### config.mk
export PLATFORM = sky130hd
export DESIGN_NAME = ks10_mem_ctrl
export DESIGN_NICKNAME = d
export VERILOG_FILES = /design/src/rtl/ks10_mem_ctrl.sv
export SDC_FILE = /design/constraint.sdc
export NUM_CORES = 1
export LEC_CHECK = 0
export CAP_MARGIN = 0
export CORE_MARGIN = 2
export CORE_UTILIZATION = 40
export DETAILED_ROUTE_END_ITERATION = 12
export GPL_ROUTABILITY_DRIVEN = 0
export HOLD_SLACK_MARGIN = 0.12
export PLACE_DENSITY_LB_ADDON = 0.12
export SKIP_LAST_GASP = 1
export SLEW_MARGIN = 20
export SYNTH_ARGS = -nofsm -noshare
export SYNTH_HDL_FRONTEND = slang
export SYNTH_SLANG_ARGS = --single-unit
export TNS_END_PERCENT = 20
### constraint.sdc
create_clock -name clk -period 4.12 [get_ports clk]
set_clock_uncertainty 0.1 [all_clocks]
set_input_delay 0.824 -clock clk [delete_from_list [all_inputs] [get_ports clk]]
set_output_delay 0.824 -clock clk [all_outputs]
set_load 0.01 [all_outputs]
### src/rtl/ks10_mem_ctrl.sv
// ks10_mem_ctrl: KS-10 main-memory controller.
// Serves KS-10 bus requests from a pipelined synchronous SRAM and answers the
// Memory Status Register at IO address 0o100000 with a registered
// request/acknowledge handshake.
// KS-10 bit k of a bus word maps to vector index 35-k here (bit 0 is the MSB).
module ks10_mem_ctrl #(
  parameter int MEM_AWIDTH = 15,
  parameter int SSRAM_LAT  = 2
) (
  input  logic        clk,
  input  logic        rst,
  input  logic        clken,
  input  logic        busREQI,
  output logic        busACKO,
  input  logic [35:0] busADDRI,
  input  logic [35:0] busDATAI,
  output logic [35:0] busDATAO,
  output logic        ssramCLK,
  output logic [22:0] ssramADDR,
  output logic [35:0] ssramDATAO,
  input  logic [35:0] ssramDATAI,
  output logic        ssramDOE,
  output logic        ssramWR,
  output logic        ssramADV
);

  typedef enum logic [2:0] {IDLE, RD, WR, STAT, ACK, HOLD} stateT;

  // KS-10 bit positions expressed as vector indices
  localparam int BIT_READ  = 35 - 3;
  localparam int BIT_WRITE = 35 - 5;
  localparam int BIT_IO    = 35 - 10;
  localparam int BIT_PE    = 35 - 3;
  localparam int BIT_PF    = 35 - 12;
  localparam int BIT_EE    = 35 - 35;

  localparam logic [19:0] ADDR_MASK = 20'((64'd1 << MEM_AWIDTH) - 64'd1);
  localparam logic [2:0]  LAT_INIT  = 3'(SSRAM_LAT);
  localparam logic [19:0] STAT_ADDR = 20'o100000;

  stateT       stateReg, stateNext;
  logic        ackReg, ackNext;
  logic        wrReg, wrNext;
  logic        doeReg, doeNext;
  logic [2:0]  cntReg, cntNext;
  logic [35:0] dataoReg, dataoNext;
  logic [22:0] addrReg, addrNext;
  logic [35:0] wdataReg, wdataNext;
  logic        peReg, peNext;
  logic        eeReg, eeNext;
  logic        pfReg, pfNext;
  logic        isWrReg, isWrNext;
  logic        abortReg, abortNext;

  // request decode
  logic        reqRead, reqWrite, reqIO, reqAny;
  logic [3:0]  reqDev;
  logic [19:0] reqAddr;
  logic [31:0] reqAddrWide;
  logic        memInRange, memHit, statHit, aborted;
  logic [35:0] statWord;

  // bus address bits this controller does not decode
  logic unusedAddrBits;
  assign unusedAddrBits = ^{busADDRI[35:33], busADDRI[31], busADDRI[29:26], busADDRI[24:22]};

  assign reqRead     = busADDRI[BIT_READ];
  assign reqWrite    = busADDRI[BIT_WRITE];
  assign reqIO       = busADDRI[BIT_IO];
  assign reqDev      = busADDRI[21:18];
  assign reqAddr     = busADDRI[19:0];
  assign reqAddrWide = {12'b0, reqAddr};
  assign reqAny      = reqRead | reqWrite;
  assign memInRange  = (reqAddrWide >> MEM_AWIDTH) == 32'd0;
  assign memHit      = !reqIO && memInRange && reqAny;
  assign statHit     = reqIO && (reqDev == 4'd0) && (reqAddr == STAT_ADDR) && reqAny;
  // a request dropped at any point of an SSRAM cycle suppresses its ack
  assign aborted     = abortReg | ~busREQI;
  assign statWord    = {3'b0, peReg, eeReg, 7'b0, pfReg, 23'b0};

  // next-state and next-register values for every FSM state
  always_comb begin
    stateNext = stateReg;
    ackNext   = 1'b0;
    wrNext    = 1'b0;
    doeNext   = 1'b0;
    cntNext   = cntReg;
    dataoNext = dataoReg;
    addrNext  = addrReg;
    wdataNext = wdataReg;
    peNext    = peReg;
    eeNext    = eeReg;
    pfNext    = pfReg;
    isWrNext  = isWrReg;
    abortNext = abortReg;
    case (stateReg)
      IDLE: begin
        if (busREQI) begin
          if (memHit) begin
            addrNext  = {3'b0, reqAddr & ADDR_MASK};
            isWrNext  = reqWrite;
            abortNext = 1'b0;
            if (reqWrite) begin
              // write wins when READ and WRITE are both set
              stateNext = WR;
              wdataNext = busDATAI;
              wrNext    = 1'b1;
              doeNext   = 1'b1;
            end else begin
              stateNext = RD;
              cntNext   = LAT_INIT;
            end
          end else if (statHit) begin
            stateNext = STAT;
            isWrNext  = reqWrite;
          end
        end
      end
      RD: begin
        abortNext = aborted;
        if (cntReg == 3'd0) begin
          dataoNext = ssramDATAI;
          stateNext = aborted ? IDLE : ACK;
          ackNext   = ~aborted;
        end else begin
          cntNext = cntReg - 3'd1;
        end
      end
      WR: begin
        stateNext = aborted ? IDLE : ACK;
        ackNext   = ~aborted;
      end
      STAT: begin
        dataoNext = statWord;
        if (isWrReg) begin
          peNext = busDATAI[BIT_PE];
          pfNext = pfReg & busDATAI[BIT_PF];
          eeNext = ~busDATAI[BIT_EE];
        end
        stateNext = ACK;
        ackNext   = 1'b1;
      end
      ACK: begin
        stateNext = HOLD;
      end
      HOLD: begin
        // wait for the requester to release so one request gets one ack
        if (!busREQI) stateNext = IDLE;
      end
      default: begin
        stateNext = IDLE;
      end
    endcase
  end

  // state and registered outputs, advancing only on enabled edges
  always_ff @(posedge clk or posedge rst) begin
    if (rst) begin
      stateReg <= IDLE;
      ackReg   <= 1'b0;
      wrReg    <= 1'b0;
      doeReg   <= 1'b0;
      cntReg   <= 3'd0;
      dataoReg <= 36'd0;
      addrReg  <= 23'd0;
      wdataReg <= 36'd0;
      peReg    <= 1'b0;
      eeReg    <= 1'b1;
      pfReg    <= 1'b1;
      isWrReg  <= 1'b0;
      abortReg <= 1'b0;
    end else if (clken) begin
      stateReg <= stateNext;
      ackReg   <= ackNext;
      wrReg    <= wrNext;
      doeReg   <= doeNext;
      cntReg   <= cntNext;
      dataoReg <= dataoNext;
      addrReg  <= addrNext;
      wdataReg <= wdataNext;
      peReg    <= peNext;
      eeReg    <= eeNext;
      pfReg    <= pfNext;
      isWrReg  <= isWrNext;
      abortReg <= abortNext;
    end
  end

  assign busACKO    = ackReg;
  assign busDATAO   = dataoReg;
  assign ssramCLK   = clk;
  assign ssramADDR  = addrReg;
  assign ssramDATAO = wdataReg;
  assign ssramDOE   = doeReg;
  assign ssramWR    = wrReg;
  assign ssramADV   = 1'b0;

endmodule

* Yosys cells after proc, flatten, opt, wreduce, memory -nomap -nowiden
Cells that the tools add are included. W data, S select, Z words.
Storage, ports and cells: flip-flop bits (word level) 100, output and inout bits 100, word-level logic and storage cells 79
Operators by class: add/sub/neg operators 1, equality and inequality tests 13, mux-type cells 26, bitwise gates (word level) 6, reduce and logical (&&, ||, !) cells 21
Operators by type and width (number):
- $pmux W36 S2 | 1
- $mux W36 | 1
- $logic_not A32 Y1 | 1
- $mux W3 | 10
- $eq A20 B16 Y1 const B | 1
- $pmux W3 S6 | 1
- $ne A2 B2 Y1 const B | 6
- $reduce_and A4 Y1 | 3
- $reduce_and A5 Y1 | 2
- $mux W1 | 9
- $eq A3 B2 Y1 const B | 2
- $eq A3 B3 Y1 const B | 2
- $logic_not A3 Y1 | 2
- $pmux W3 S2 | 1
- $reduce_and A3 Y1 | 2
- $reduce_and A6 Y1 | 1
- $reduce_bool A2 Y1 | 3
- $logic_and A1 B1 Y1 | 5
- $logic_not A4 Y1 | 1
- $eq A3 B1 Y1 const B | 1
- $ne A3 B3 Y1 const B | 1
- $not A1 Y1 | 3
- $pmux W1 S3 | 1
- $sub A3 B1 Y3 const B | 1
- 5 further kinds | 6

* Logic depth before layout (Yosys ltp)
Gate-level depths: netlist of the first run.
depth after elaboration 8, gate-level depth with buffers 8, gate-level depth less buffers 6

==> flow_summary.toml, run 1 <==
[outcome]
status = "finished clean"

[timing]
setup_ws_ps = 440
setup_viol = 0
finalHoldViolations = 0
worst_pin_slew_ps = 939
maxSlewHeadroom_pct = 37.4
final_max_slew_viol_count = 0
timing.setup.tns_ps = 0
rsz0062_at_grt = "false"

[layout]
layout_commonest_cell = "clkdlybuf4s50_1"
area_growth_pct = 53.2
fin_util_pct = 62.8
fin_nets = 659
drive_above_1_share_pct = 14.9
nFillCells = 849
final_cells = 686
antenna_cells = 0
layout_common_cells = "191 x clkdlybuf4s50_1, 98 x dfrtp_1, 75 x nand2_1"

[clock_network]
path_clk_slew_ps = 90
post_cts_buffers = 0
postCtsResizedCells = 0
cts_tree = "yes"
postCtsHoldBufs = 0
clk_latency_ps = 450

[drt]
dr_total_vias = 3285
drc = 0
wirelength_mm = 10.3
drt-wirelength-per-cell_um = 15.1
postRouteAntennaNets = 0
drtIter0Drc = 106
via_per_inst = 4.79
drtPass1Iterations = 5

[synthesis]
synth_seq_area_share_pct = 59.8
yosysWarnings = 0
synth_seq_cells = 100
synth.largest_area_cell = "dfrtp_1"
syn-instance-count = 359
yosysTopAreaCellShare_pct = 58.5
synth_area_um2 = 4190
synthDistinctLibCells = 41
ys_top_cells_by_area = "dfrtp_1 59%, mux2_2 14%, nand2_1 6.7%"
syn_avg_cell_area_um2 = 11.7
synth_ff_type = "dfrtp_1"
async_reset_ff_share_pct = 100
synth_edf_count = 0

[critical_path]
required_ps = 3200
crit_slowest_cell = "clkdlybuf4s50_1"
crit_path_max_fanout = 2
worstSetupPathType = "clk2out"
r2r-start = "stateReg[1]"
worstSetupEndpointType = "primary output"
critPathArrivalTime_ps = 2760
max_stage_delay_ps = 470
cp_cell_sequence = "clkbuf_8 > clkbuf_8 > clkdlybuf4s50_1"
r2r-end = "ssramDATAO[9]"
r2r_setup_slack_ps = 1910
crit_family = "buffers and inverters"
start_kind = "clock port"
cp_num_buf_inv = 3
crit_cells = 3
crit_top_cell = "clkbuf_8"
r2r_cells = 5
worstSetupStartpoint = "clk"

[place]
hpwl_mm = 7.46
portBuffers = 191
dp_slack_ps = 563
placed_cells = 667

[hold_path]
whs_path_depth = 1
hp-start = "pfReg"
hold_class = "reg2reg"
hold_path_end = "pfReg"

[die]
io_pins = 212
start_util_pct = 41.0
coreArea_um2 = 10200
die_area_um2 = 11300
dieHeight_um = 106
fp-row-count = 37
die_w_um = 106

[global_route]
grt_max_degree = 73
use_met1_pct = 22.5
met3_usage_pct = 8.52
gr-total-overflow = 0
grt_pass1_vias = 3527
gr-usage-all-layers_pct = 18.8
grt_antenna_before_repair = 0
grt_pass1_wl_mm = 16.9
use_met2_pct = 30.8
globalRoute.busiestLayer = "met2"

[run]
max-cap-violations = 0

[power]
p_per_area_nw_per_um2 = 464
ir_worst_vdd_mv = 0.210
leakagePower_nw = 3.00
==> Yosys cell counts (all sizes together) (2+ instances only) <==
cell type and number:
a211o 2, a21o 3, a21oi 2, buf 16, clkbuf 15, dfrtp 98, dfstp 2, ha 2
inv 8, mux2 53, mux2i 4, nand2 75, nand2b 3, nand3 2, nand4 3, nor2 3
nor2b 2, nor3 2, nor3b 2, nor4 4, o21a 3, o21ai 38, o22a 2, o22ai 3
==> cell families after synthesis <==
family,count (synthesis),synth area share [%]
flip-flops,100,59.8
buffers and inverters,39,5.13
other,1,0.0895
multiplexers,57,15.2
AND/OR/NAND/NOR,102,11.1
adder cells (fa/ha/maj),2,0.597
AO/OA/AOI/OAI,58,8.12
==> worst max-delay path by stage <==
stage	to	slack, ps
finish	ssramCLK	440
global route	ssramCLK	430
CTS	ssramCLK	440
detailed placement	ssramDATAO[30]	560
global placement	ssramDATAO[18]	600
floorplan	abortReg	580
==> layout make-up <==
type                            count  area, µm²  share of cell area [%]
Clock buffer                       15        203                    3.16
Tap cell                          136        170                    2.65
Multi-Input combinational cell    228       1500                    23.4
Sequential cell                   100       2500                    39.0
Inverter                            8       32.5                   0.507
Timing Repair Buffer              194       1940                    30.3
Clock inverter                      5       65.1                    1.01
==> state kept, by name, summed over array words and instances (netlist names), 3 cells and up <==
register / cells
busDATAO: 36
cntReg: 3
ssramADDR: 15
ssramDATAO: 36
stateReg: 3
==> where the power goes <==
part | internal, W | leakage, nW | switching, W
clock | 0.000400 | 0.136 | 0.000365
combinational | 0.000526 | 1.54 | 0.000385
sequential | 0.00119 | 1.32 | 0.000115
total | 0.00211 | 3.00 | 0.000865
==> per-layer routing <==
metal	part of all wire, %	wire, µm
met4	0.92	95
met2	48	4930
met5	0	0
met3	10	1080
met1	41	4230
==> metrics by stage <==
step	power [W]	instance area (µm²)	hold slack (ps)
global placement	0.00224	6160	354
detailed placement	0.00227	6160	360
floorplan	0.00173	4220	340
CTS	0.00302	6420	374
global route	0.00317	6420	387
finish	0.00298	6420	373
No activity file was read; power rests on OpenSTA's default activity.
==> run 2, diff against run 1 <==
--- a/config.mk
+++ b/config.mk
@@ -13,4 +13,5 @@
 export HOLD_SLACK_MARGIN = 0.12
 export PLACE_DENSITY_LB_ADDON = 0.12
+export REMOVE_ABC_BUFFERS = 1
 export SKIP_LAST_GASP = 1
 export SLEW_MARGIN = 20
@@ -18,3 +19,2 @@
 export SYNTH_HDL_FRONTEND = slang
 export SYNTH_SLANG_ARGS = --single-unit
-export TNS_END_PERCENT = 20
==> constraint.sdc (replaced) <==
create_clock -name clk -period 4.12 [get_ports clk]
set_clock_uncertainty 0.1 [all_clocks]
set_input_delay 1.236 -clock clk [delete_from_list [all_inputs] [get_ports clk]]
set_output_delay 1.236 -clock clk [all_outputs]
set_load 0.01 [all_outputs]
==> flow_summary.toml, run 2 (same netlist as run 1, synthesis figures left out) <==
[critical_path]
required_ps = 2780
r2r_setup_slack_ps = 2000
worstSetupPathType = "clk2out"
r2r_cells = 5
r2r-end = "busDATAO[17]"
worstSetupEndpointType = "primary output"
r2r-start = "cntReg[0]"
critPathArrivalTime_ps = 2750
crit_path_max_fanout = 2
start_kind = "clock port"

[timing]
setup_ws_ps = 30.3
worst_pin_slew_ps = 976
rsz0062_at_grt = "false"
timing.setup.tns_ps = 0
fin_hold_ws_ps = 371
final_max_slew_viol_count = 0
finalHoldViolations = 0
setup_viol = 0
maxSlewHeadroom_pct = 35.0

[power]
ir_worst_vdd_mv = 0.274
p_sw_w = 0.000853
clkPwrFrac_pct = 24.9
p_per_area_nw_per_um2 = 459
sw_frac_of_total_pct = 29.0
leakagePower_nw = 2.98
seqPwrFrac_pct = 44.2
combPwrFrac_pct = 30.8
power.internal_w = 0.00209
finalPower_w = 0.00295

[die]
start_util_pct = 41.0
coreArea_um2 = 10200
io_pins = 212
die_w_um = 106
dieHeight_um = 106
die_area_um2 = 11300
fp-row-count = 37

[hold_path]
hold_path_end = "pfReg"
hp-start = "pfReg"
hold_class = "reg2reg"
whs_path_depth = 1

[outcome]
status = "finished clean"

[global_route]
grt_pass1_vias = 3248
grt_antenna_before_repair = 0
gr-usage-all-layers_pct = 18.1
grt_pass1_wl_mm = 16.0
gr-total-overflow = 0
grt_max_degree = 73

[run]
max-cap-violations = 0

[layout]
layout_common_cells = "191 x clkdlybuf4s50_1, 98 x dfrtp_1, 75 x nand2_1"
fin_nets = 659
antenna_cells = 0
area_growth_pct = 53.1
drive_above_1_share_pct = 14.7
layout_commonest_cell = "clkdlybuf4s50_1"

[clock_network]
postCtsHoldBufs = 0
postCtsResizedCells = 0
path_clk_slew_ps = 90
cts_tree = "yes"
post_cts_buffers = 0
clk_latency_ps = 460

[drt]
postRouteAntennaNets = 0
dr_total_vias = 3275
wirelength_mm = 10.1
drt-wirelength-per-cell_um = 14.7
drtPass1Iterations = 4
drc = 0
drtIter0Drc = 144
via_per_inst = 4.77

[place]
portBuffers = 191
dp_slack_ps = 275
hpwl_mm = 7.38
## run 2: how the worst max path moves through the flow
stage          startpoint        to  slack (ps)  cells past startpoint
2_1_floorplan         rst  abortReg         170                      1
3_3_place_gp          clk  ssramCLK         280                      1
3_5_place_dp          clk  ssramCLK         280                      1
4_1_cts               clk  ssramCLK          20                      3
5_1_grt               clk  ssramCLK          20                      3
6_report              clk  ssramCLK          30                      3
## run 2: layout make-up
class	instances	area, µm²
multi-input cells	228	1500
clock buffers	15	193
inverters	8	32.5
clock inverters	5	58.8
flip-flops and latches	100	2500
fillers	890	3810
repair buffers	194	1960
well taps	136	170
## run 2: metrics by stage
step                cells  util, %  instance area [µm²]
floorplan             336        -                 4040
global placement      667     60.4                 6180
detailed placement    667     60.4                 6180
CTS                   686     62.7                 6420
global route          686     62.7                 6420
finish                686     62.7                 6420
## run 2: power groups by stage
stage                     combinational (W)  clock [W]  sequential [W]
after floorplan                    0.000289          0         0.00140
after global routing               0.000999   0.000804         0.00133
after CTS                          0.000920   0.000761         0.00130
final                              0.000908   0.000734         0.00130
after detailed placement           0.000919  0.0000247         0.00132
after global placement             0.000900  0.0000247         0.00131
## run 2: layer usage
layer  part of all wire [%]  GRT usage (%)
met4                   0.67           6.39
met2                     48           29.1
met5                      0              0
met1                     42           22.8
met3                    9.1           6.19
## run 2: critical path: stages
cell,delay (ps)
clkbuf_8,110
clkbuf_8,120
clkdlybuf4s50_1,470
==> run 3, diff against run 2 <==
Settings changed: GPL_TIMING_DRIVEN set to 0.
==> flow_summary.toml, run 3 (same netlist as run 1, synthesis figures left out) <==
[critical_path]
worstSetupEndpointType = "primary output"
critPathArrivalTime_ps = 2740
crit_family = "buffers and inverters"
crit_slowest_cell = "clkdlybuf4s50_1"
crit_path_max_fanout = 2
max_stage_delay_ps = 460
required_ps = 2780
crit_cells = 3
crit_top_cell = "clkbuf_8"
worstSetupPathType = "clk2out"
r2r_cells = 4
start_kind = "clock port"
cp_num_buf_inv = 3
cp_cell_sequence = "clkbuf_8 > clkbuf_8 > clkdlybuf4s50_1"

[die]
start_util_pct = 41.0
coreArea_um2 = 10200
fp-row-count = 37
die_w_um = 106
dieHeight_um = 106
io_pins = 212
die_area_um2 = 11300

[drt]
via_per_inst = 4.82
drc = 0
drtIter0Drc = 113
postRouteAntennaNets = 0
dr_total_vias = 3307
drtPass1Iterations = 4
drt-wirelength-per-cell_um = 14.9
wirelength_mm = 10.2

[global_route]
grt_pass1_wl_mm = 16.2
gr-total-overflow = 0
grt_antenna_before_repair = 0
grt_pass1_vias = 3328
grt_max_degree = 78
gr-usage-all-layers_pct = 18.0

[run]
max-cap-violations = 0

[clock_network]
post_cts_buffers = 0
postCtsResizedCells = 0
cts_tree = "yes"
postCtsHoldBufs = 0
clk_latency_ps = 450
path_clk_slew_ps = 90

[outcome]
status = "finished clean"

[timing]
maxSlewHeadroom_pct = 49.1
final_max_slew_viol_count = 0
setup_viol = 0
worst_pin_slew_ps = 763
finalHoldViolations = 0
rsz0062_at_grt = "false"
fin_hold_ws_ps = 362

[power]
p_per_area_nw_per_um2 = 450
ir_worst_vdd_mv = 0.315
leakagePower_nw = 2.98

[layout]
layout_commonest_cell = "clkdlybuf4s50_1"
drive_above_1_share_pct = 14.9
fin_nets = 659
fin_util_pct = 62.9
antenna_cells = 0
area_growth_pct = 53.5
layout_common_cells = "191 x clkdlybuf4s50_1, 98 x dfrtp_1, 74 x nand2_1"

[hold_path]
hold_class = "reg2reg"
whs_path_depth = 1

[place]
portBuffers = 191
hpwl_mm = 7.60
-- run 3: cell count changes in the layout (fill, tap and decap cells not counted) --
cell / previous run / this run
buf_12: 2 / 0
nand2_1: 75 / 74
buf_8: 0 / 2
buf_4: 2 / 0
buf_16: 0 / 2
clkinvlp_4: 2 / 5
bufinv_16: 1 / 0
clkinv_2: 1 / 0
nand2_2: 0 / 1
inv_4: 1 / 0
-- run 3: cell type report --
| class | count | area [µm²] |
|---|---|---|
| clock buffer | 15 | 193 |
| fill | 841 | 3800 |
| inverter | 8 | 35.0 |
| multi-input combinational | 228 | 1510 |
| sequential | 100 | 2500 |
| tap | 136 | 170 |
| clock inverter | 5 | 37.5 |
| timing repair buffer | 194 | 1990 |
-- run 3: final timing paths --
kind	slack, ps	end	start
worst max-delay path	40	ssramCLK	clk
worst min-delay path	360	pfReg	pfReg
worst max register to register	1820	ssramADDR[13]	stateReg[1]
worst min register to register	360	pfReg	pfReg
max in group asynchronous	2250	pfReg	rst
min in group asynchronous	990	ssramDATAO[26]	rst
-- run 3: worst register-to-register path, cell delays in order, from the launching register on --
cell	delay (ps)
dfrtp_1	490
nor3b_1	290
nand2b_1	240
nor2_2	650
mux2_2	420
-- run 3: routing by layer --
| layer | wire length [µm] | track usage, % | vias to the layer above |
|---|---|---|---|
| met4 | 111 | 4.89 | 0 |
| met1 | 4300 | 22.7 | 1597 |
| met2 | 4860 | 29.5 | 124 |
| met3 | 946 | 6.32 | 10 |
| met5 | 0 | 0 | - |
| li1 | - | - | 1576 |
-- run 3: metrics by stage --
step	power, W	area (µm²)	cells	setup TNS (ps)	setup WS (ps)
2_1_floorplan	0.00169	4040	336	0	169
3_3_place_gp	0.00223	6120	663	-156270	-1390
3_5_place_dp	0.00228	6210	667	0	43.4
4_1_cts	0.00293	6430	686	0	35.6
5_1_grt	0.00308	6430	686	0	27.6
6_report	0.00289	6430	686	0	40.0
-- run 3: power by group --
group	total, W	leakage, nW	internal (W)	switching [W]
combinational	0.000924	1.56	0.000536	0.000388
clock	0.000669	0.0993	0.000315	0.000354
sequential	0.00130	1.32	0.00119	0.000112
total	0.00289	2.98	0.00204	0.000854
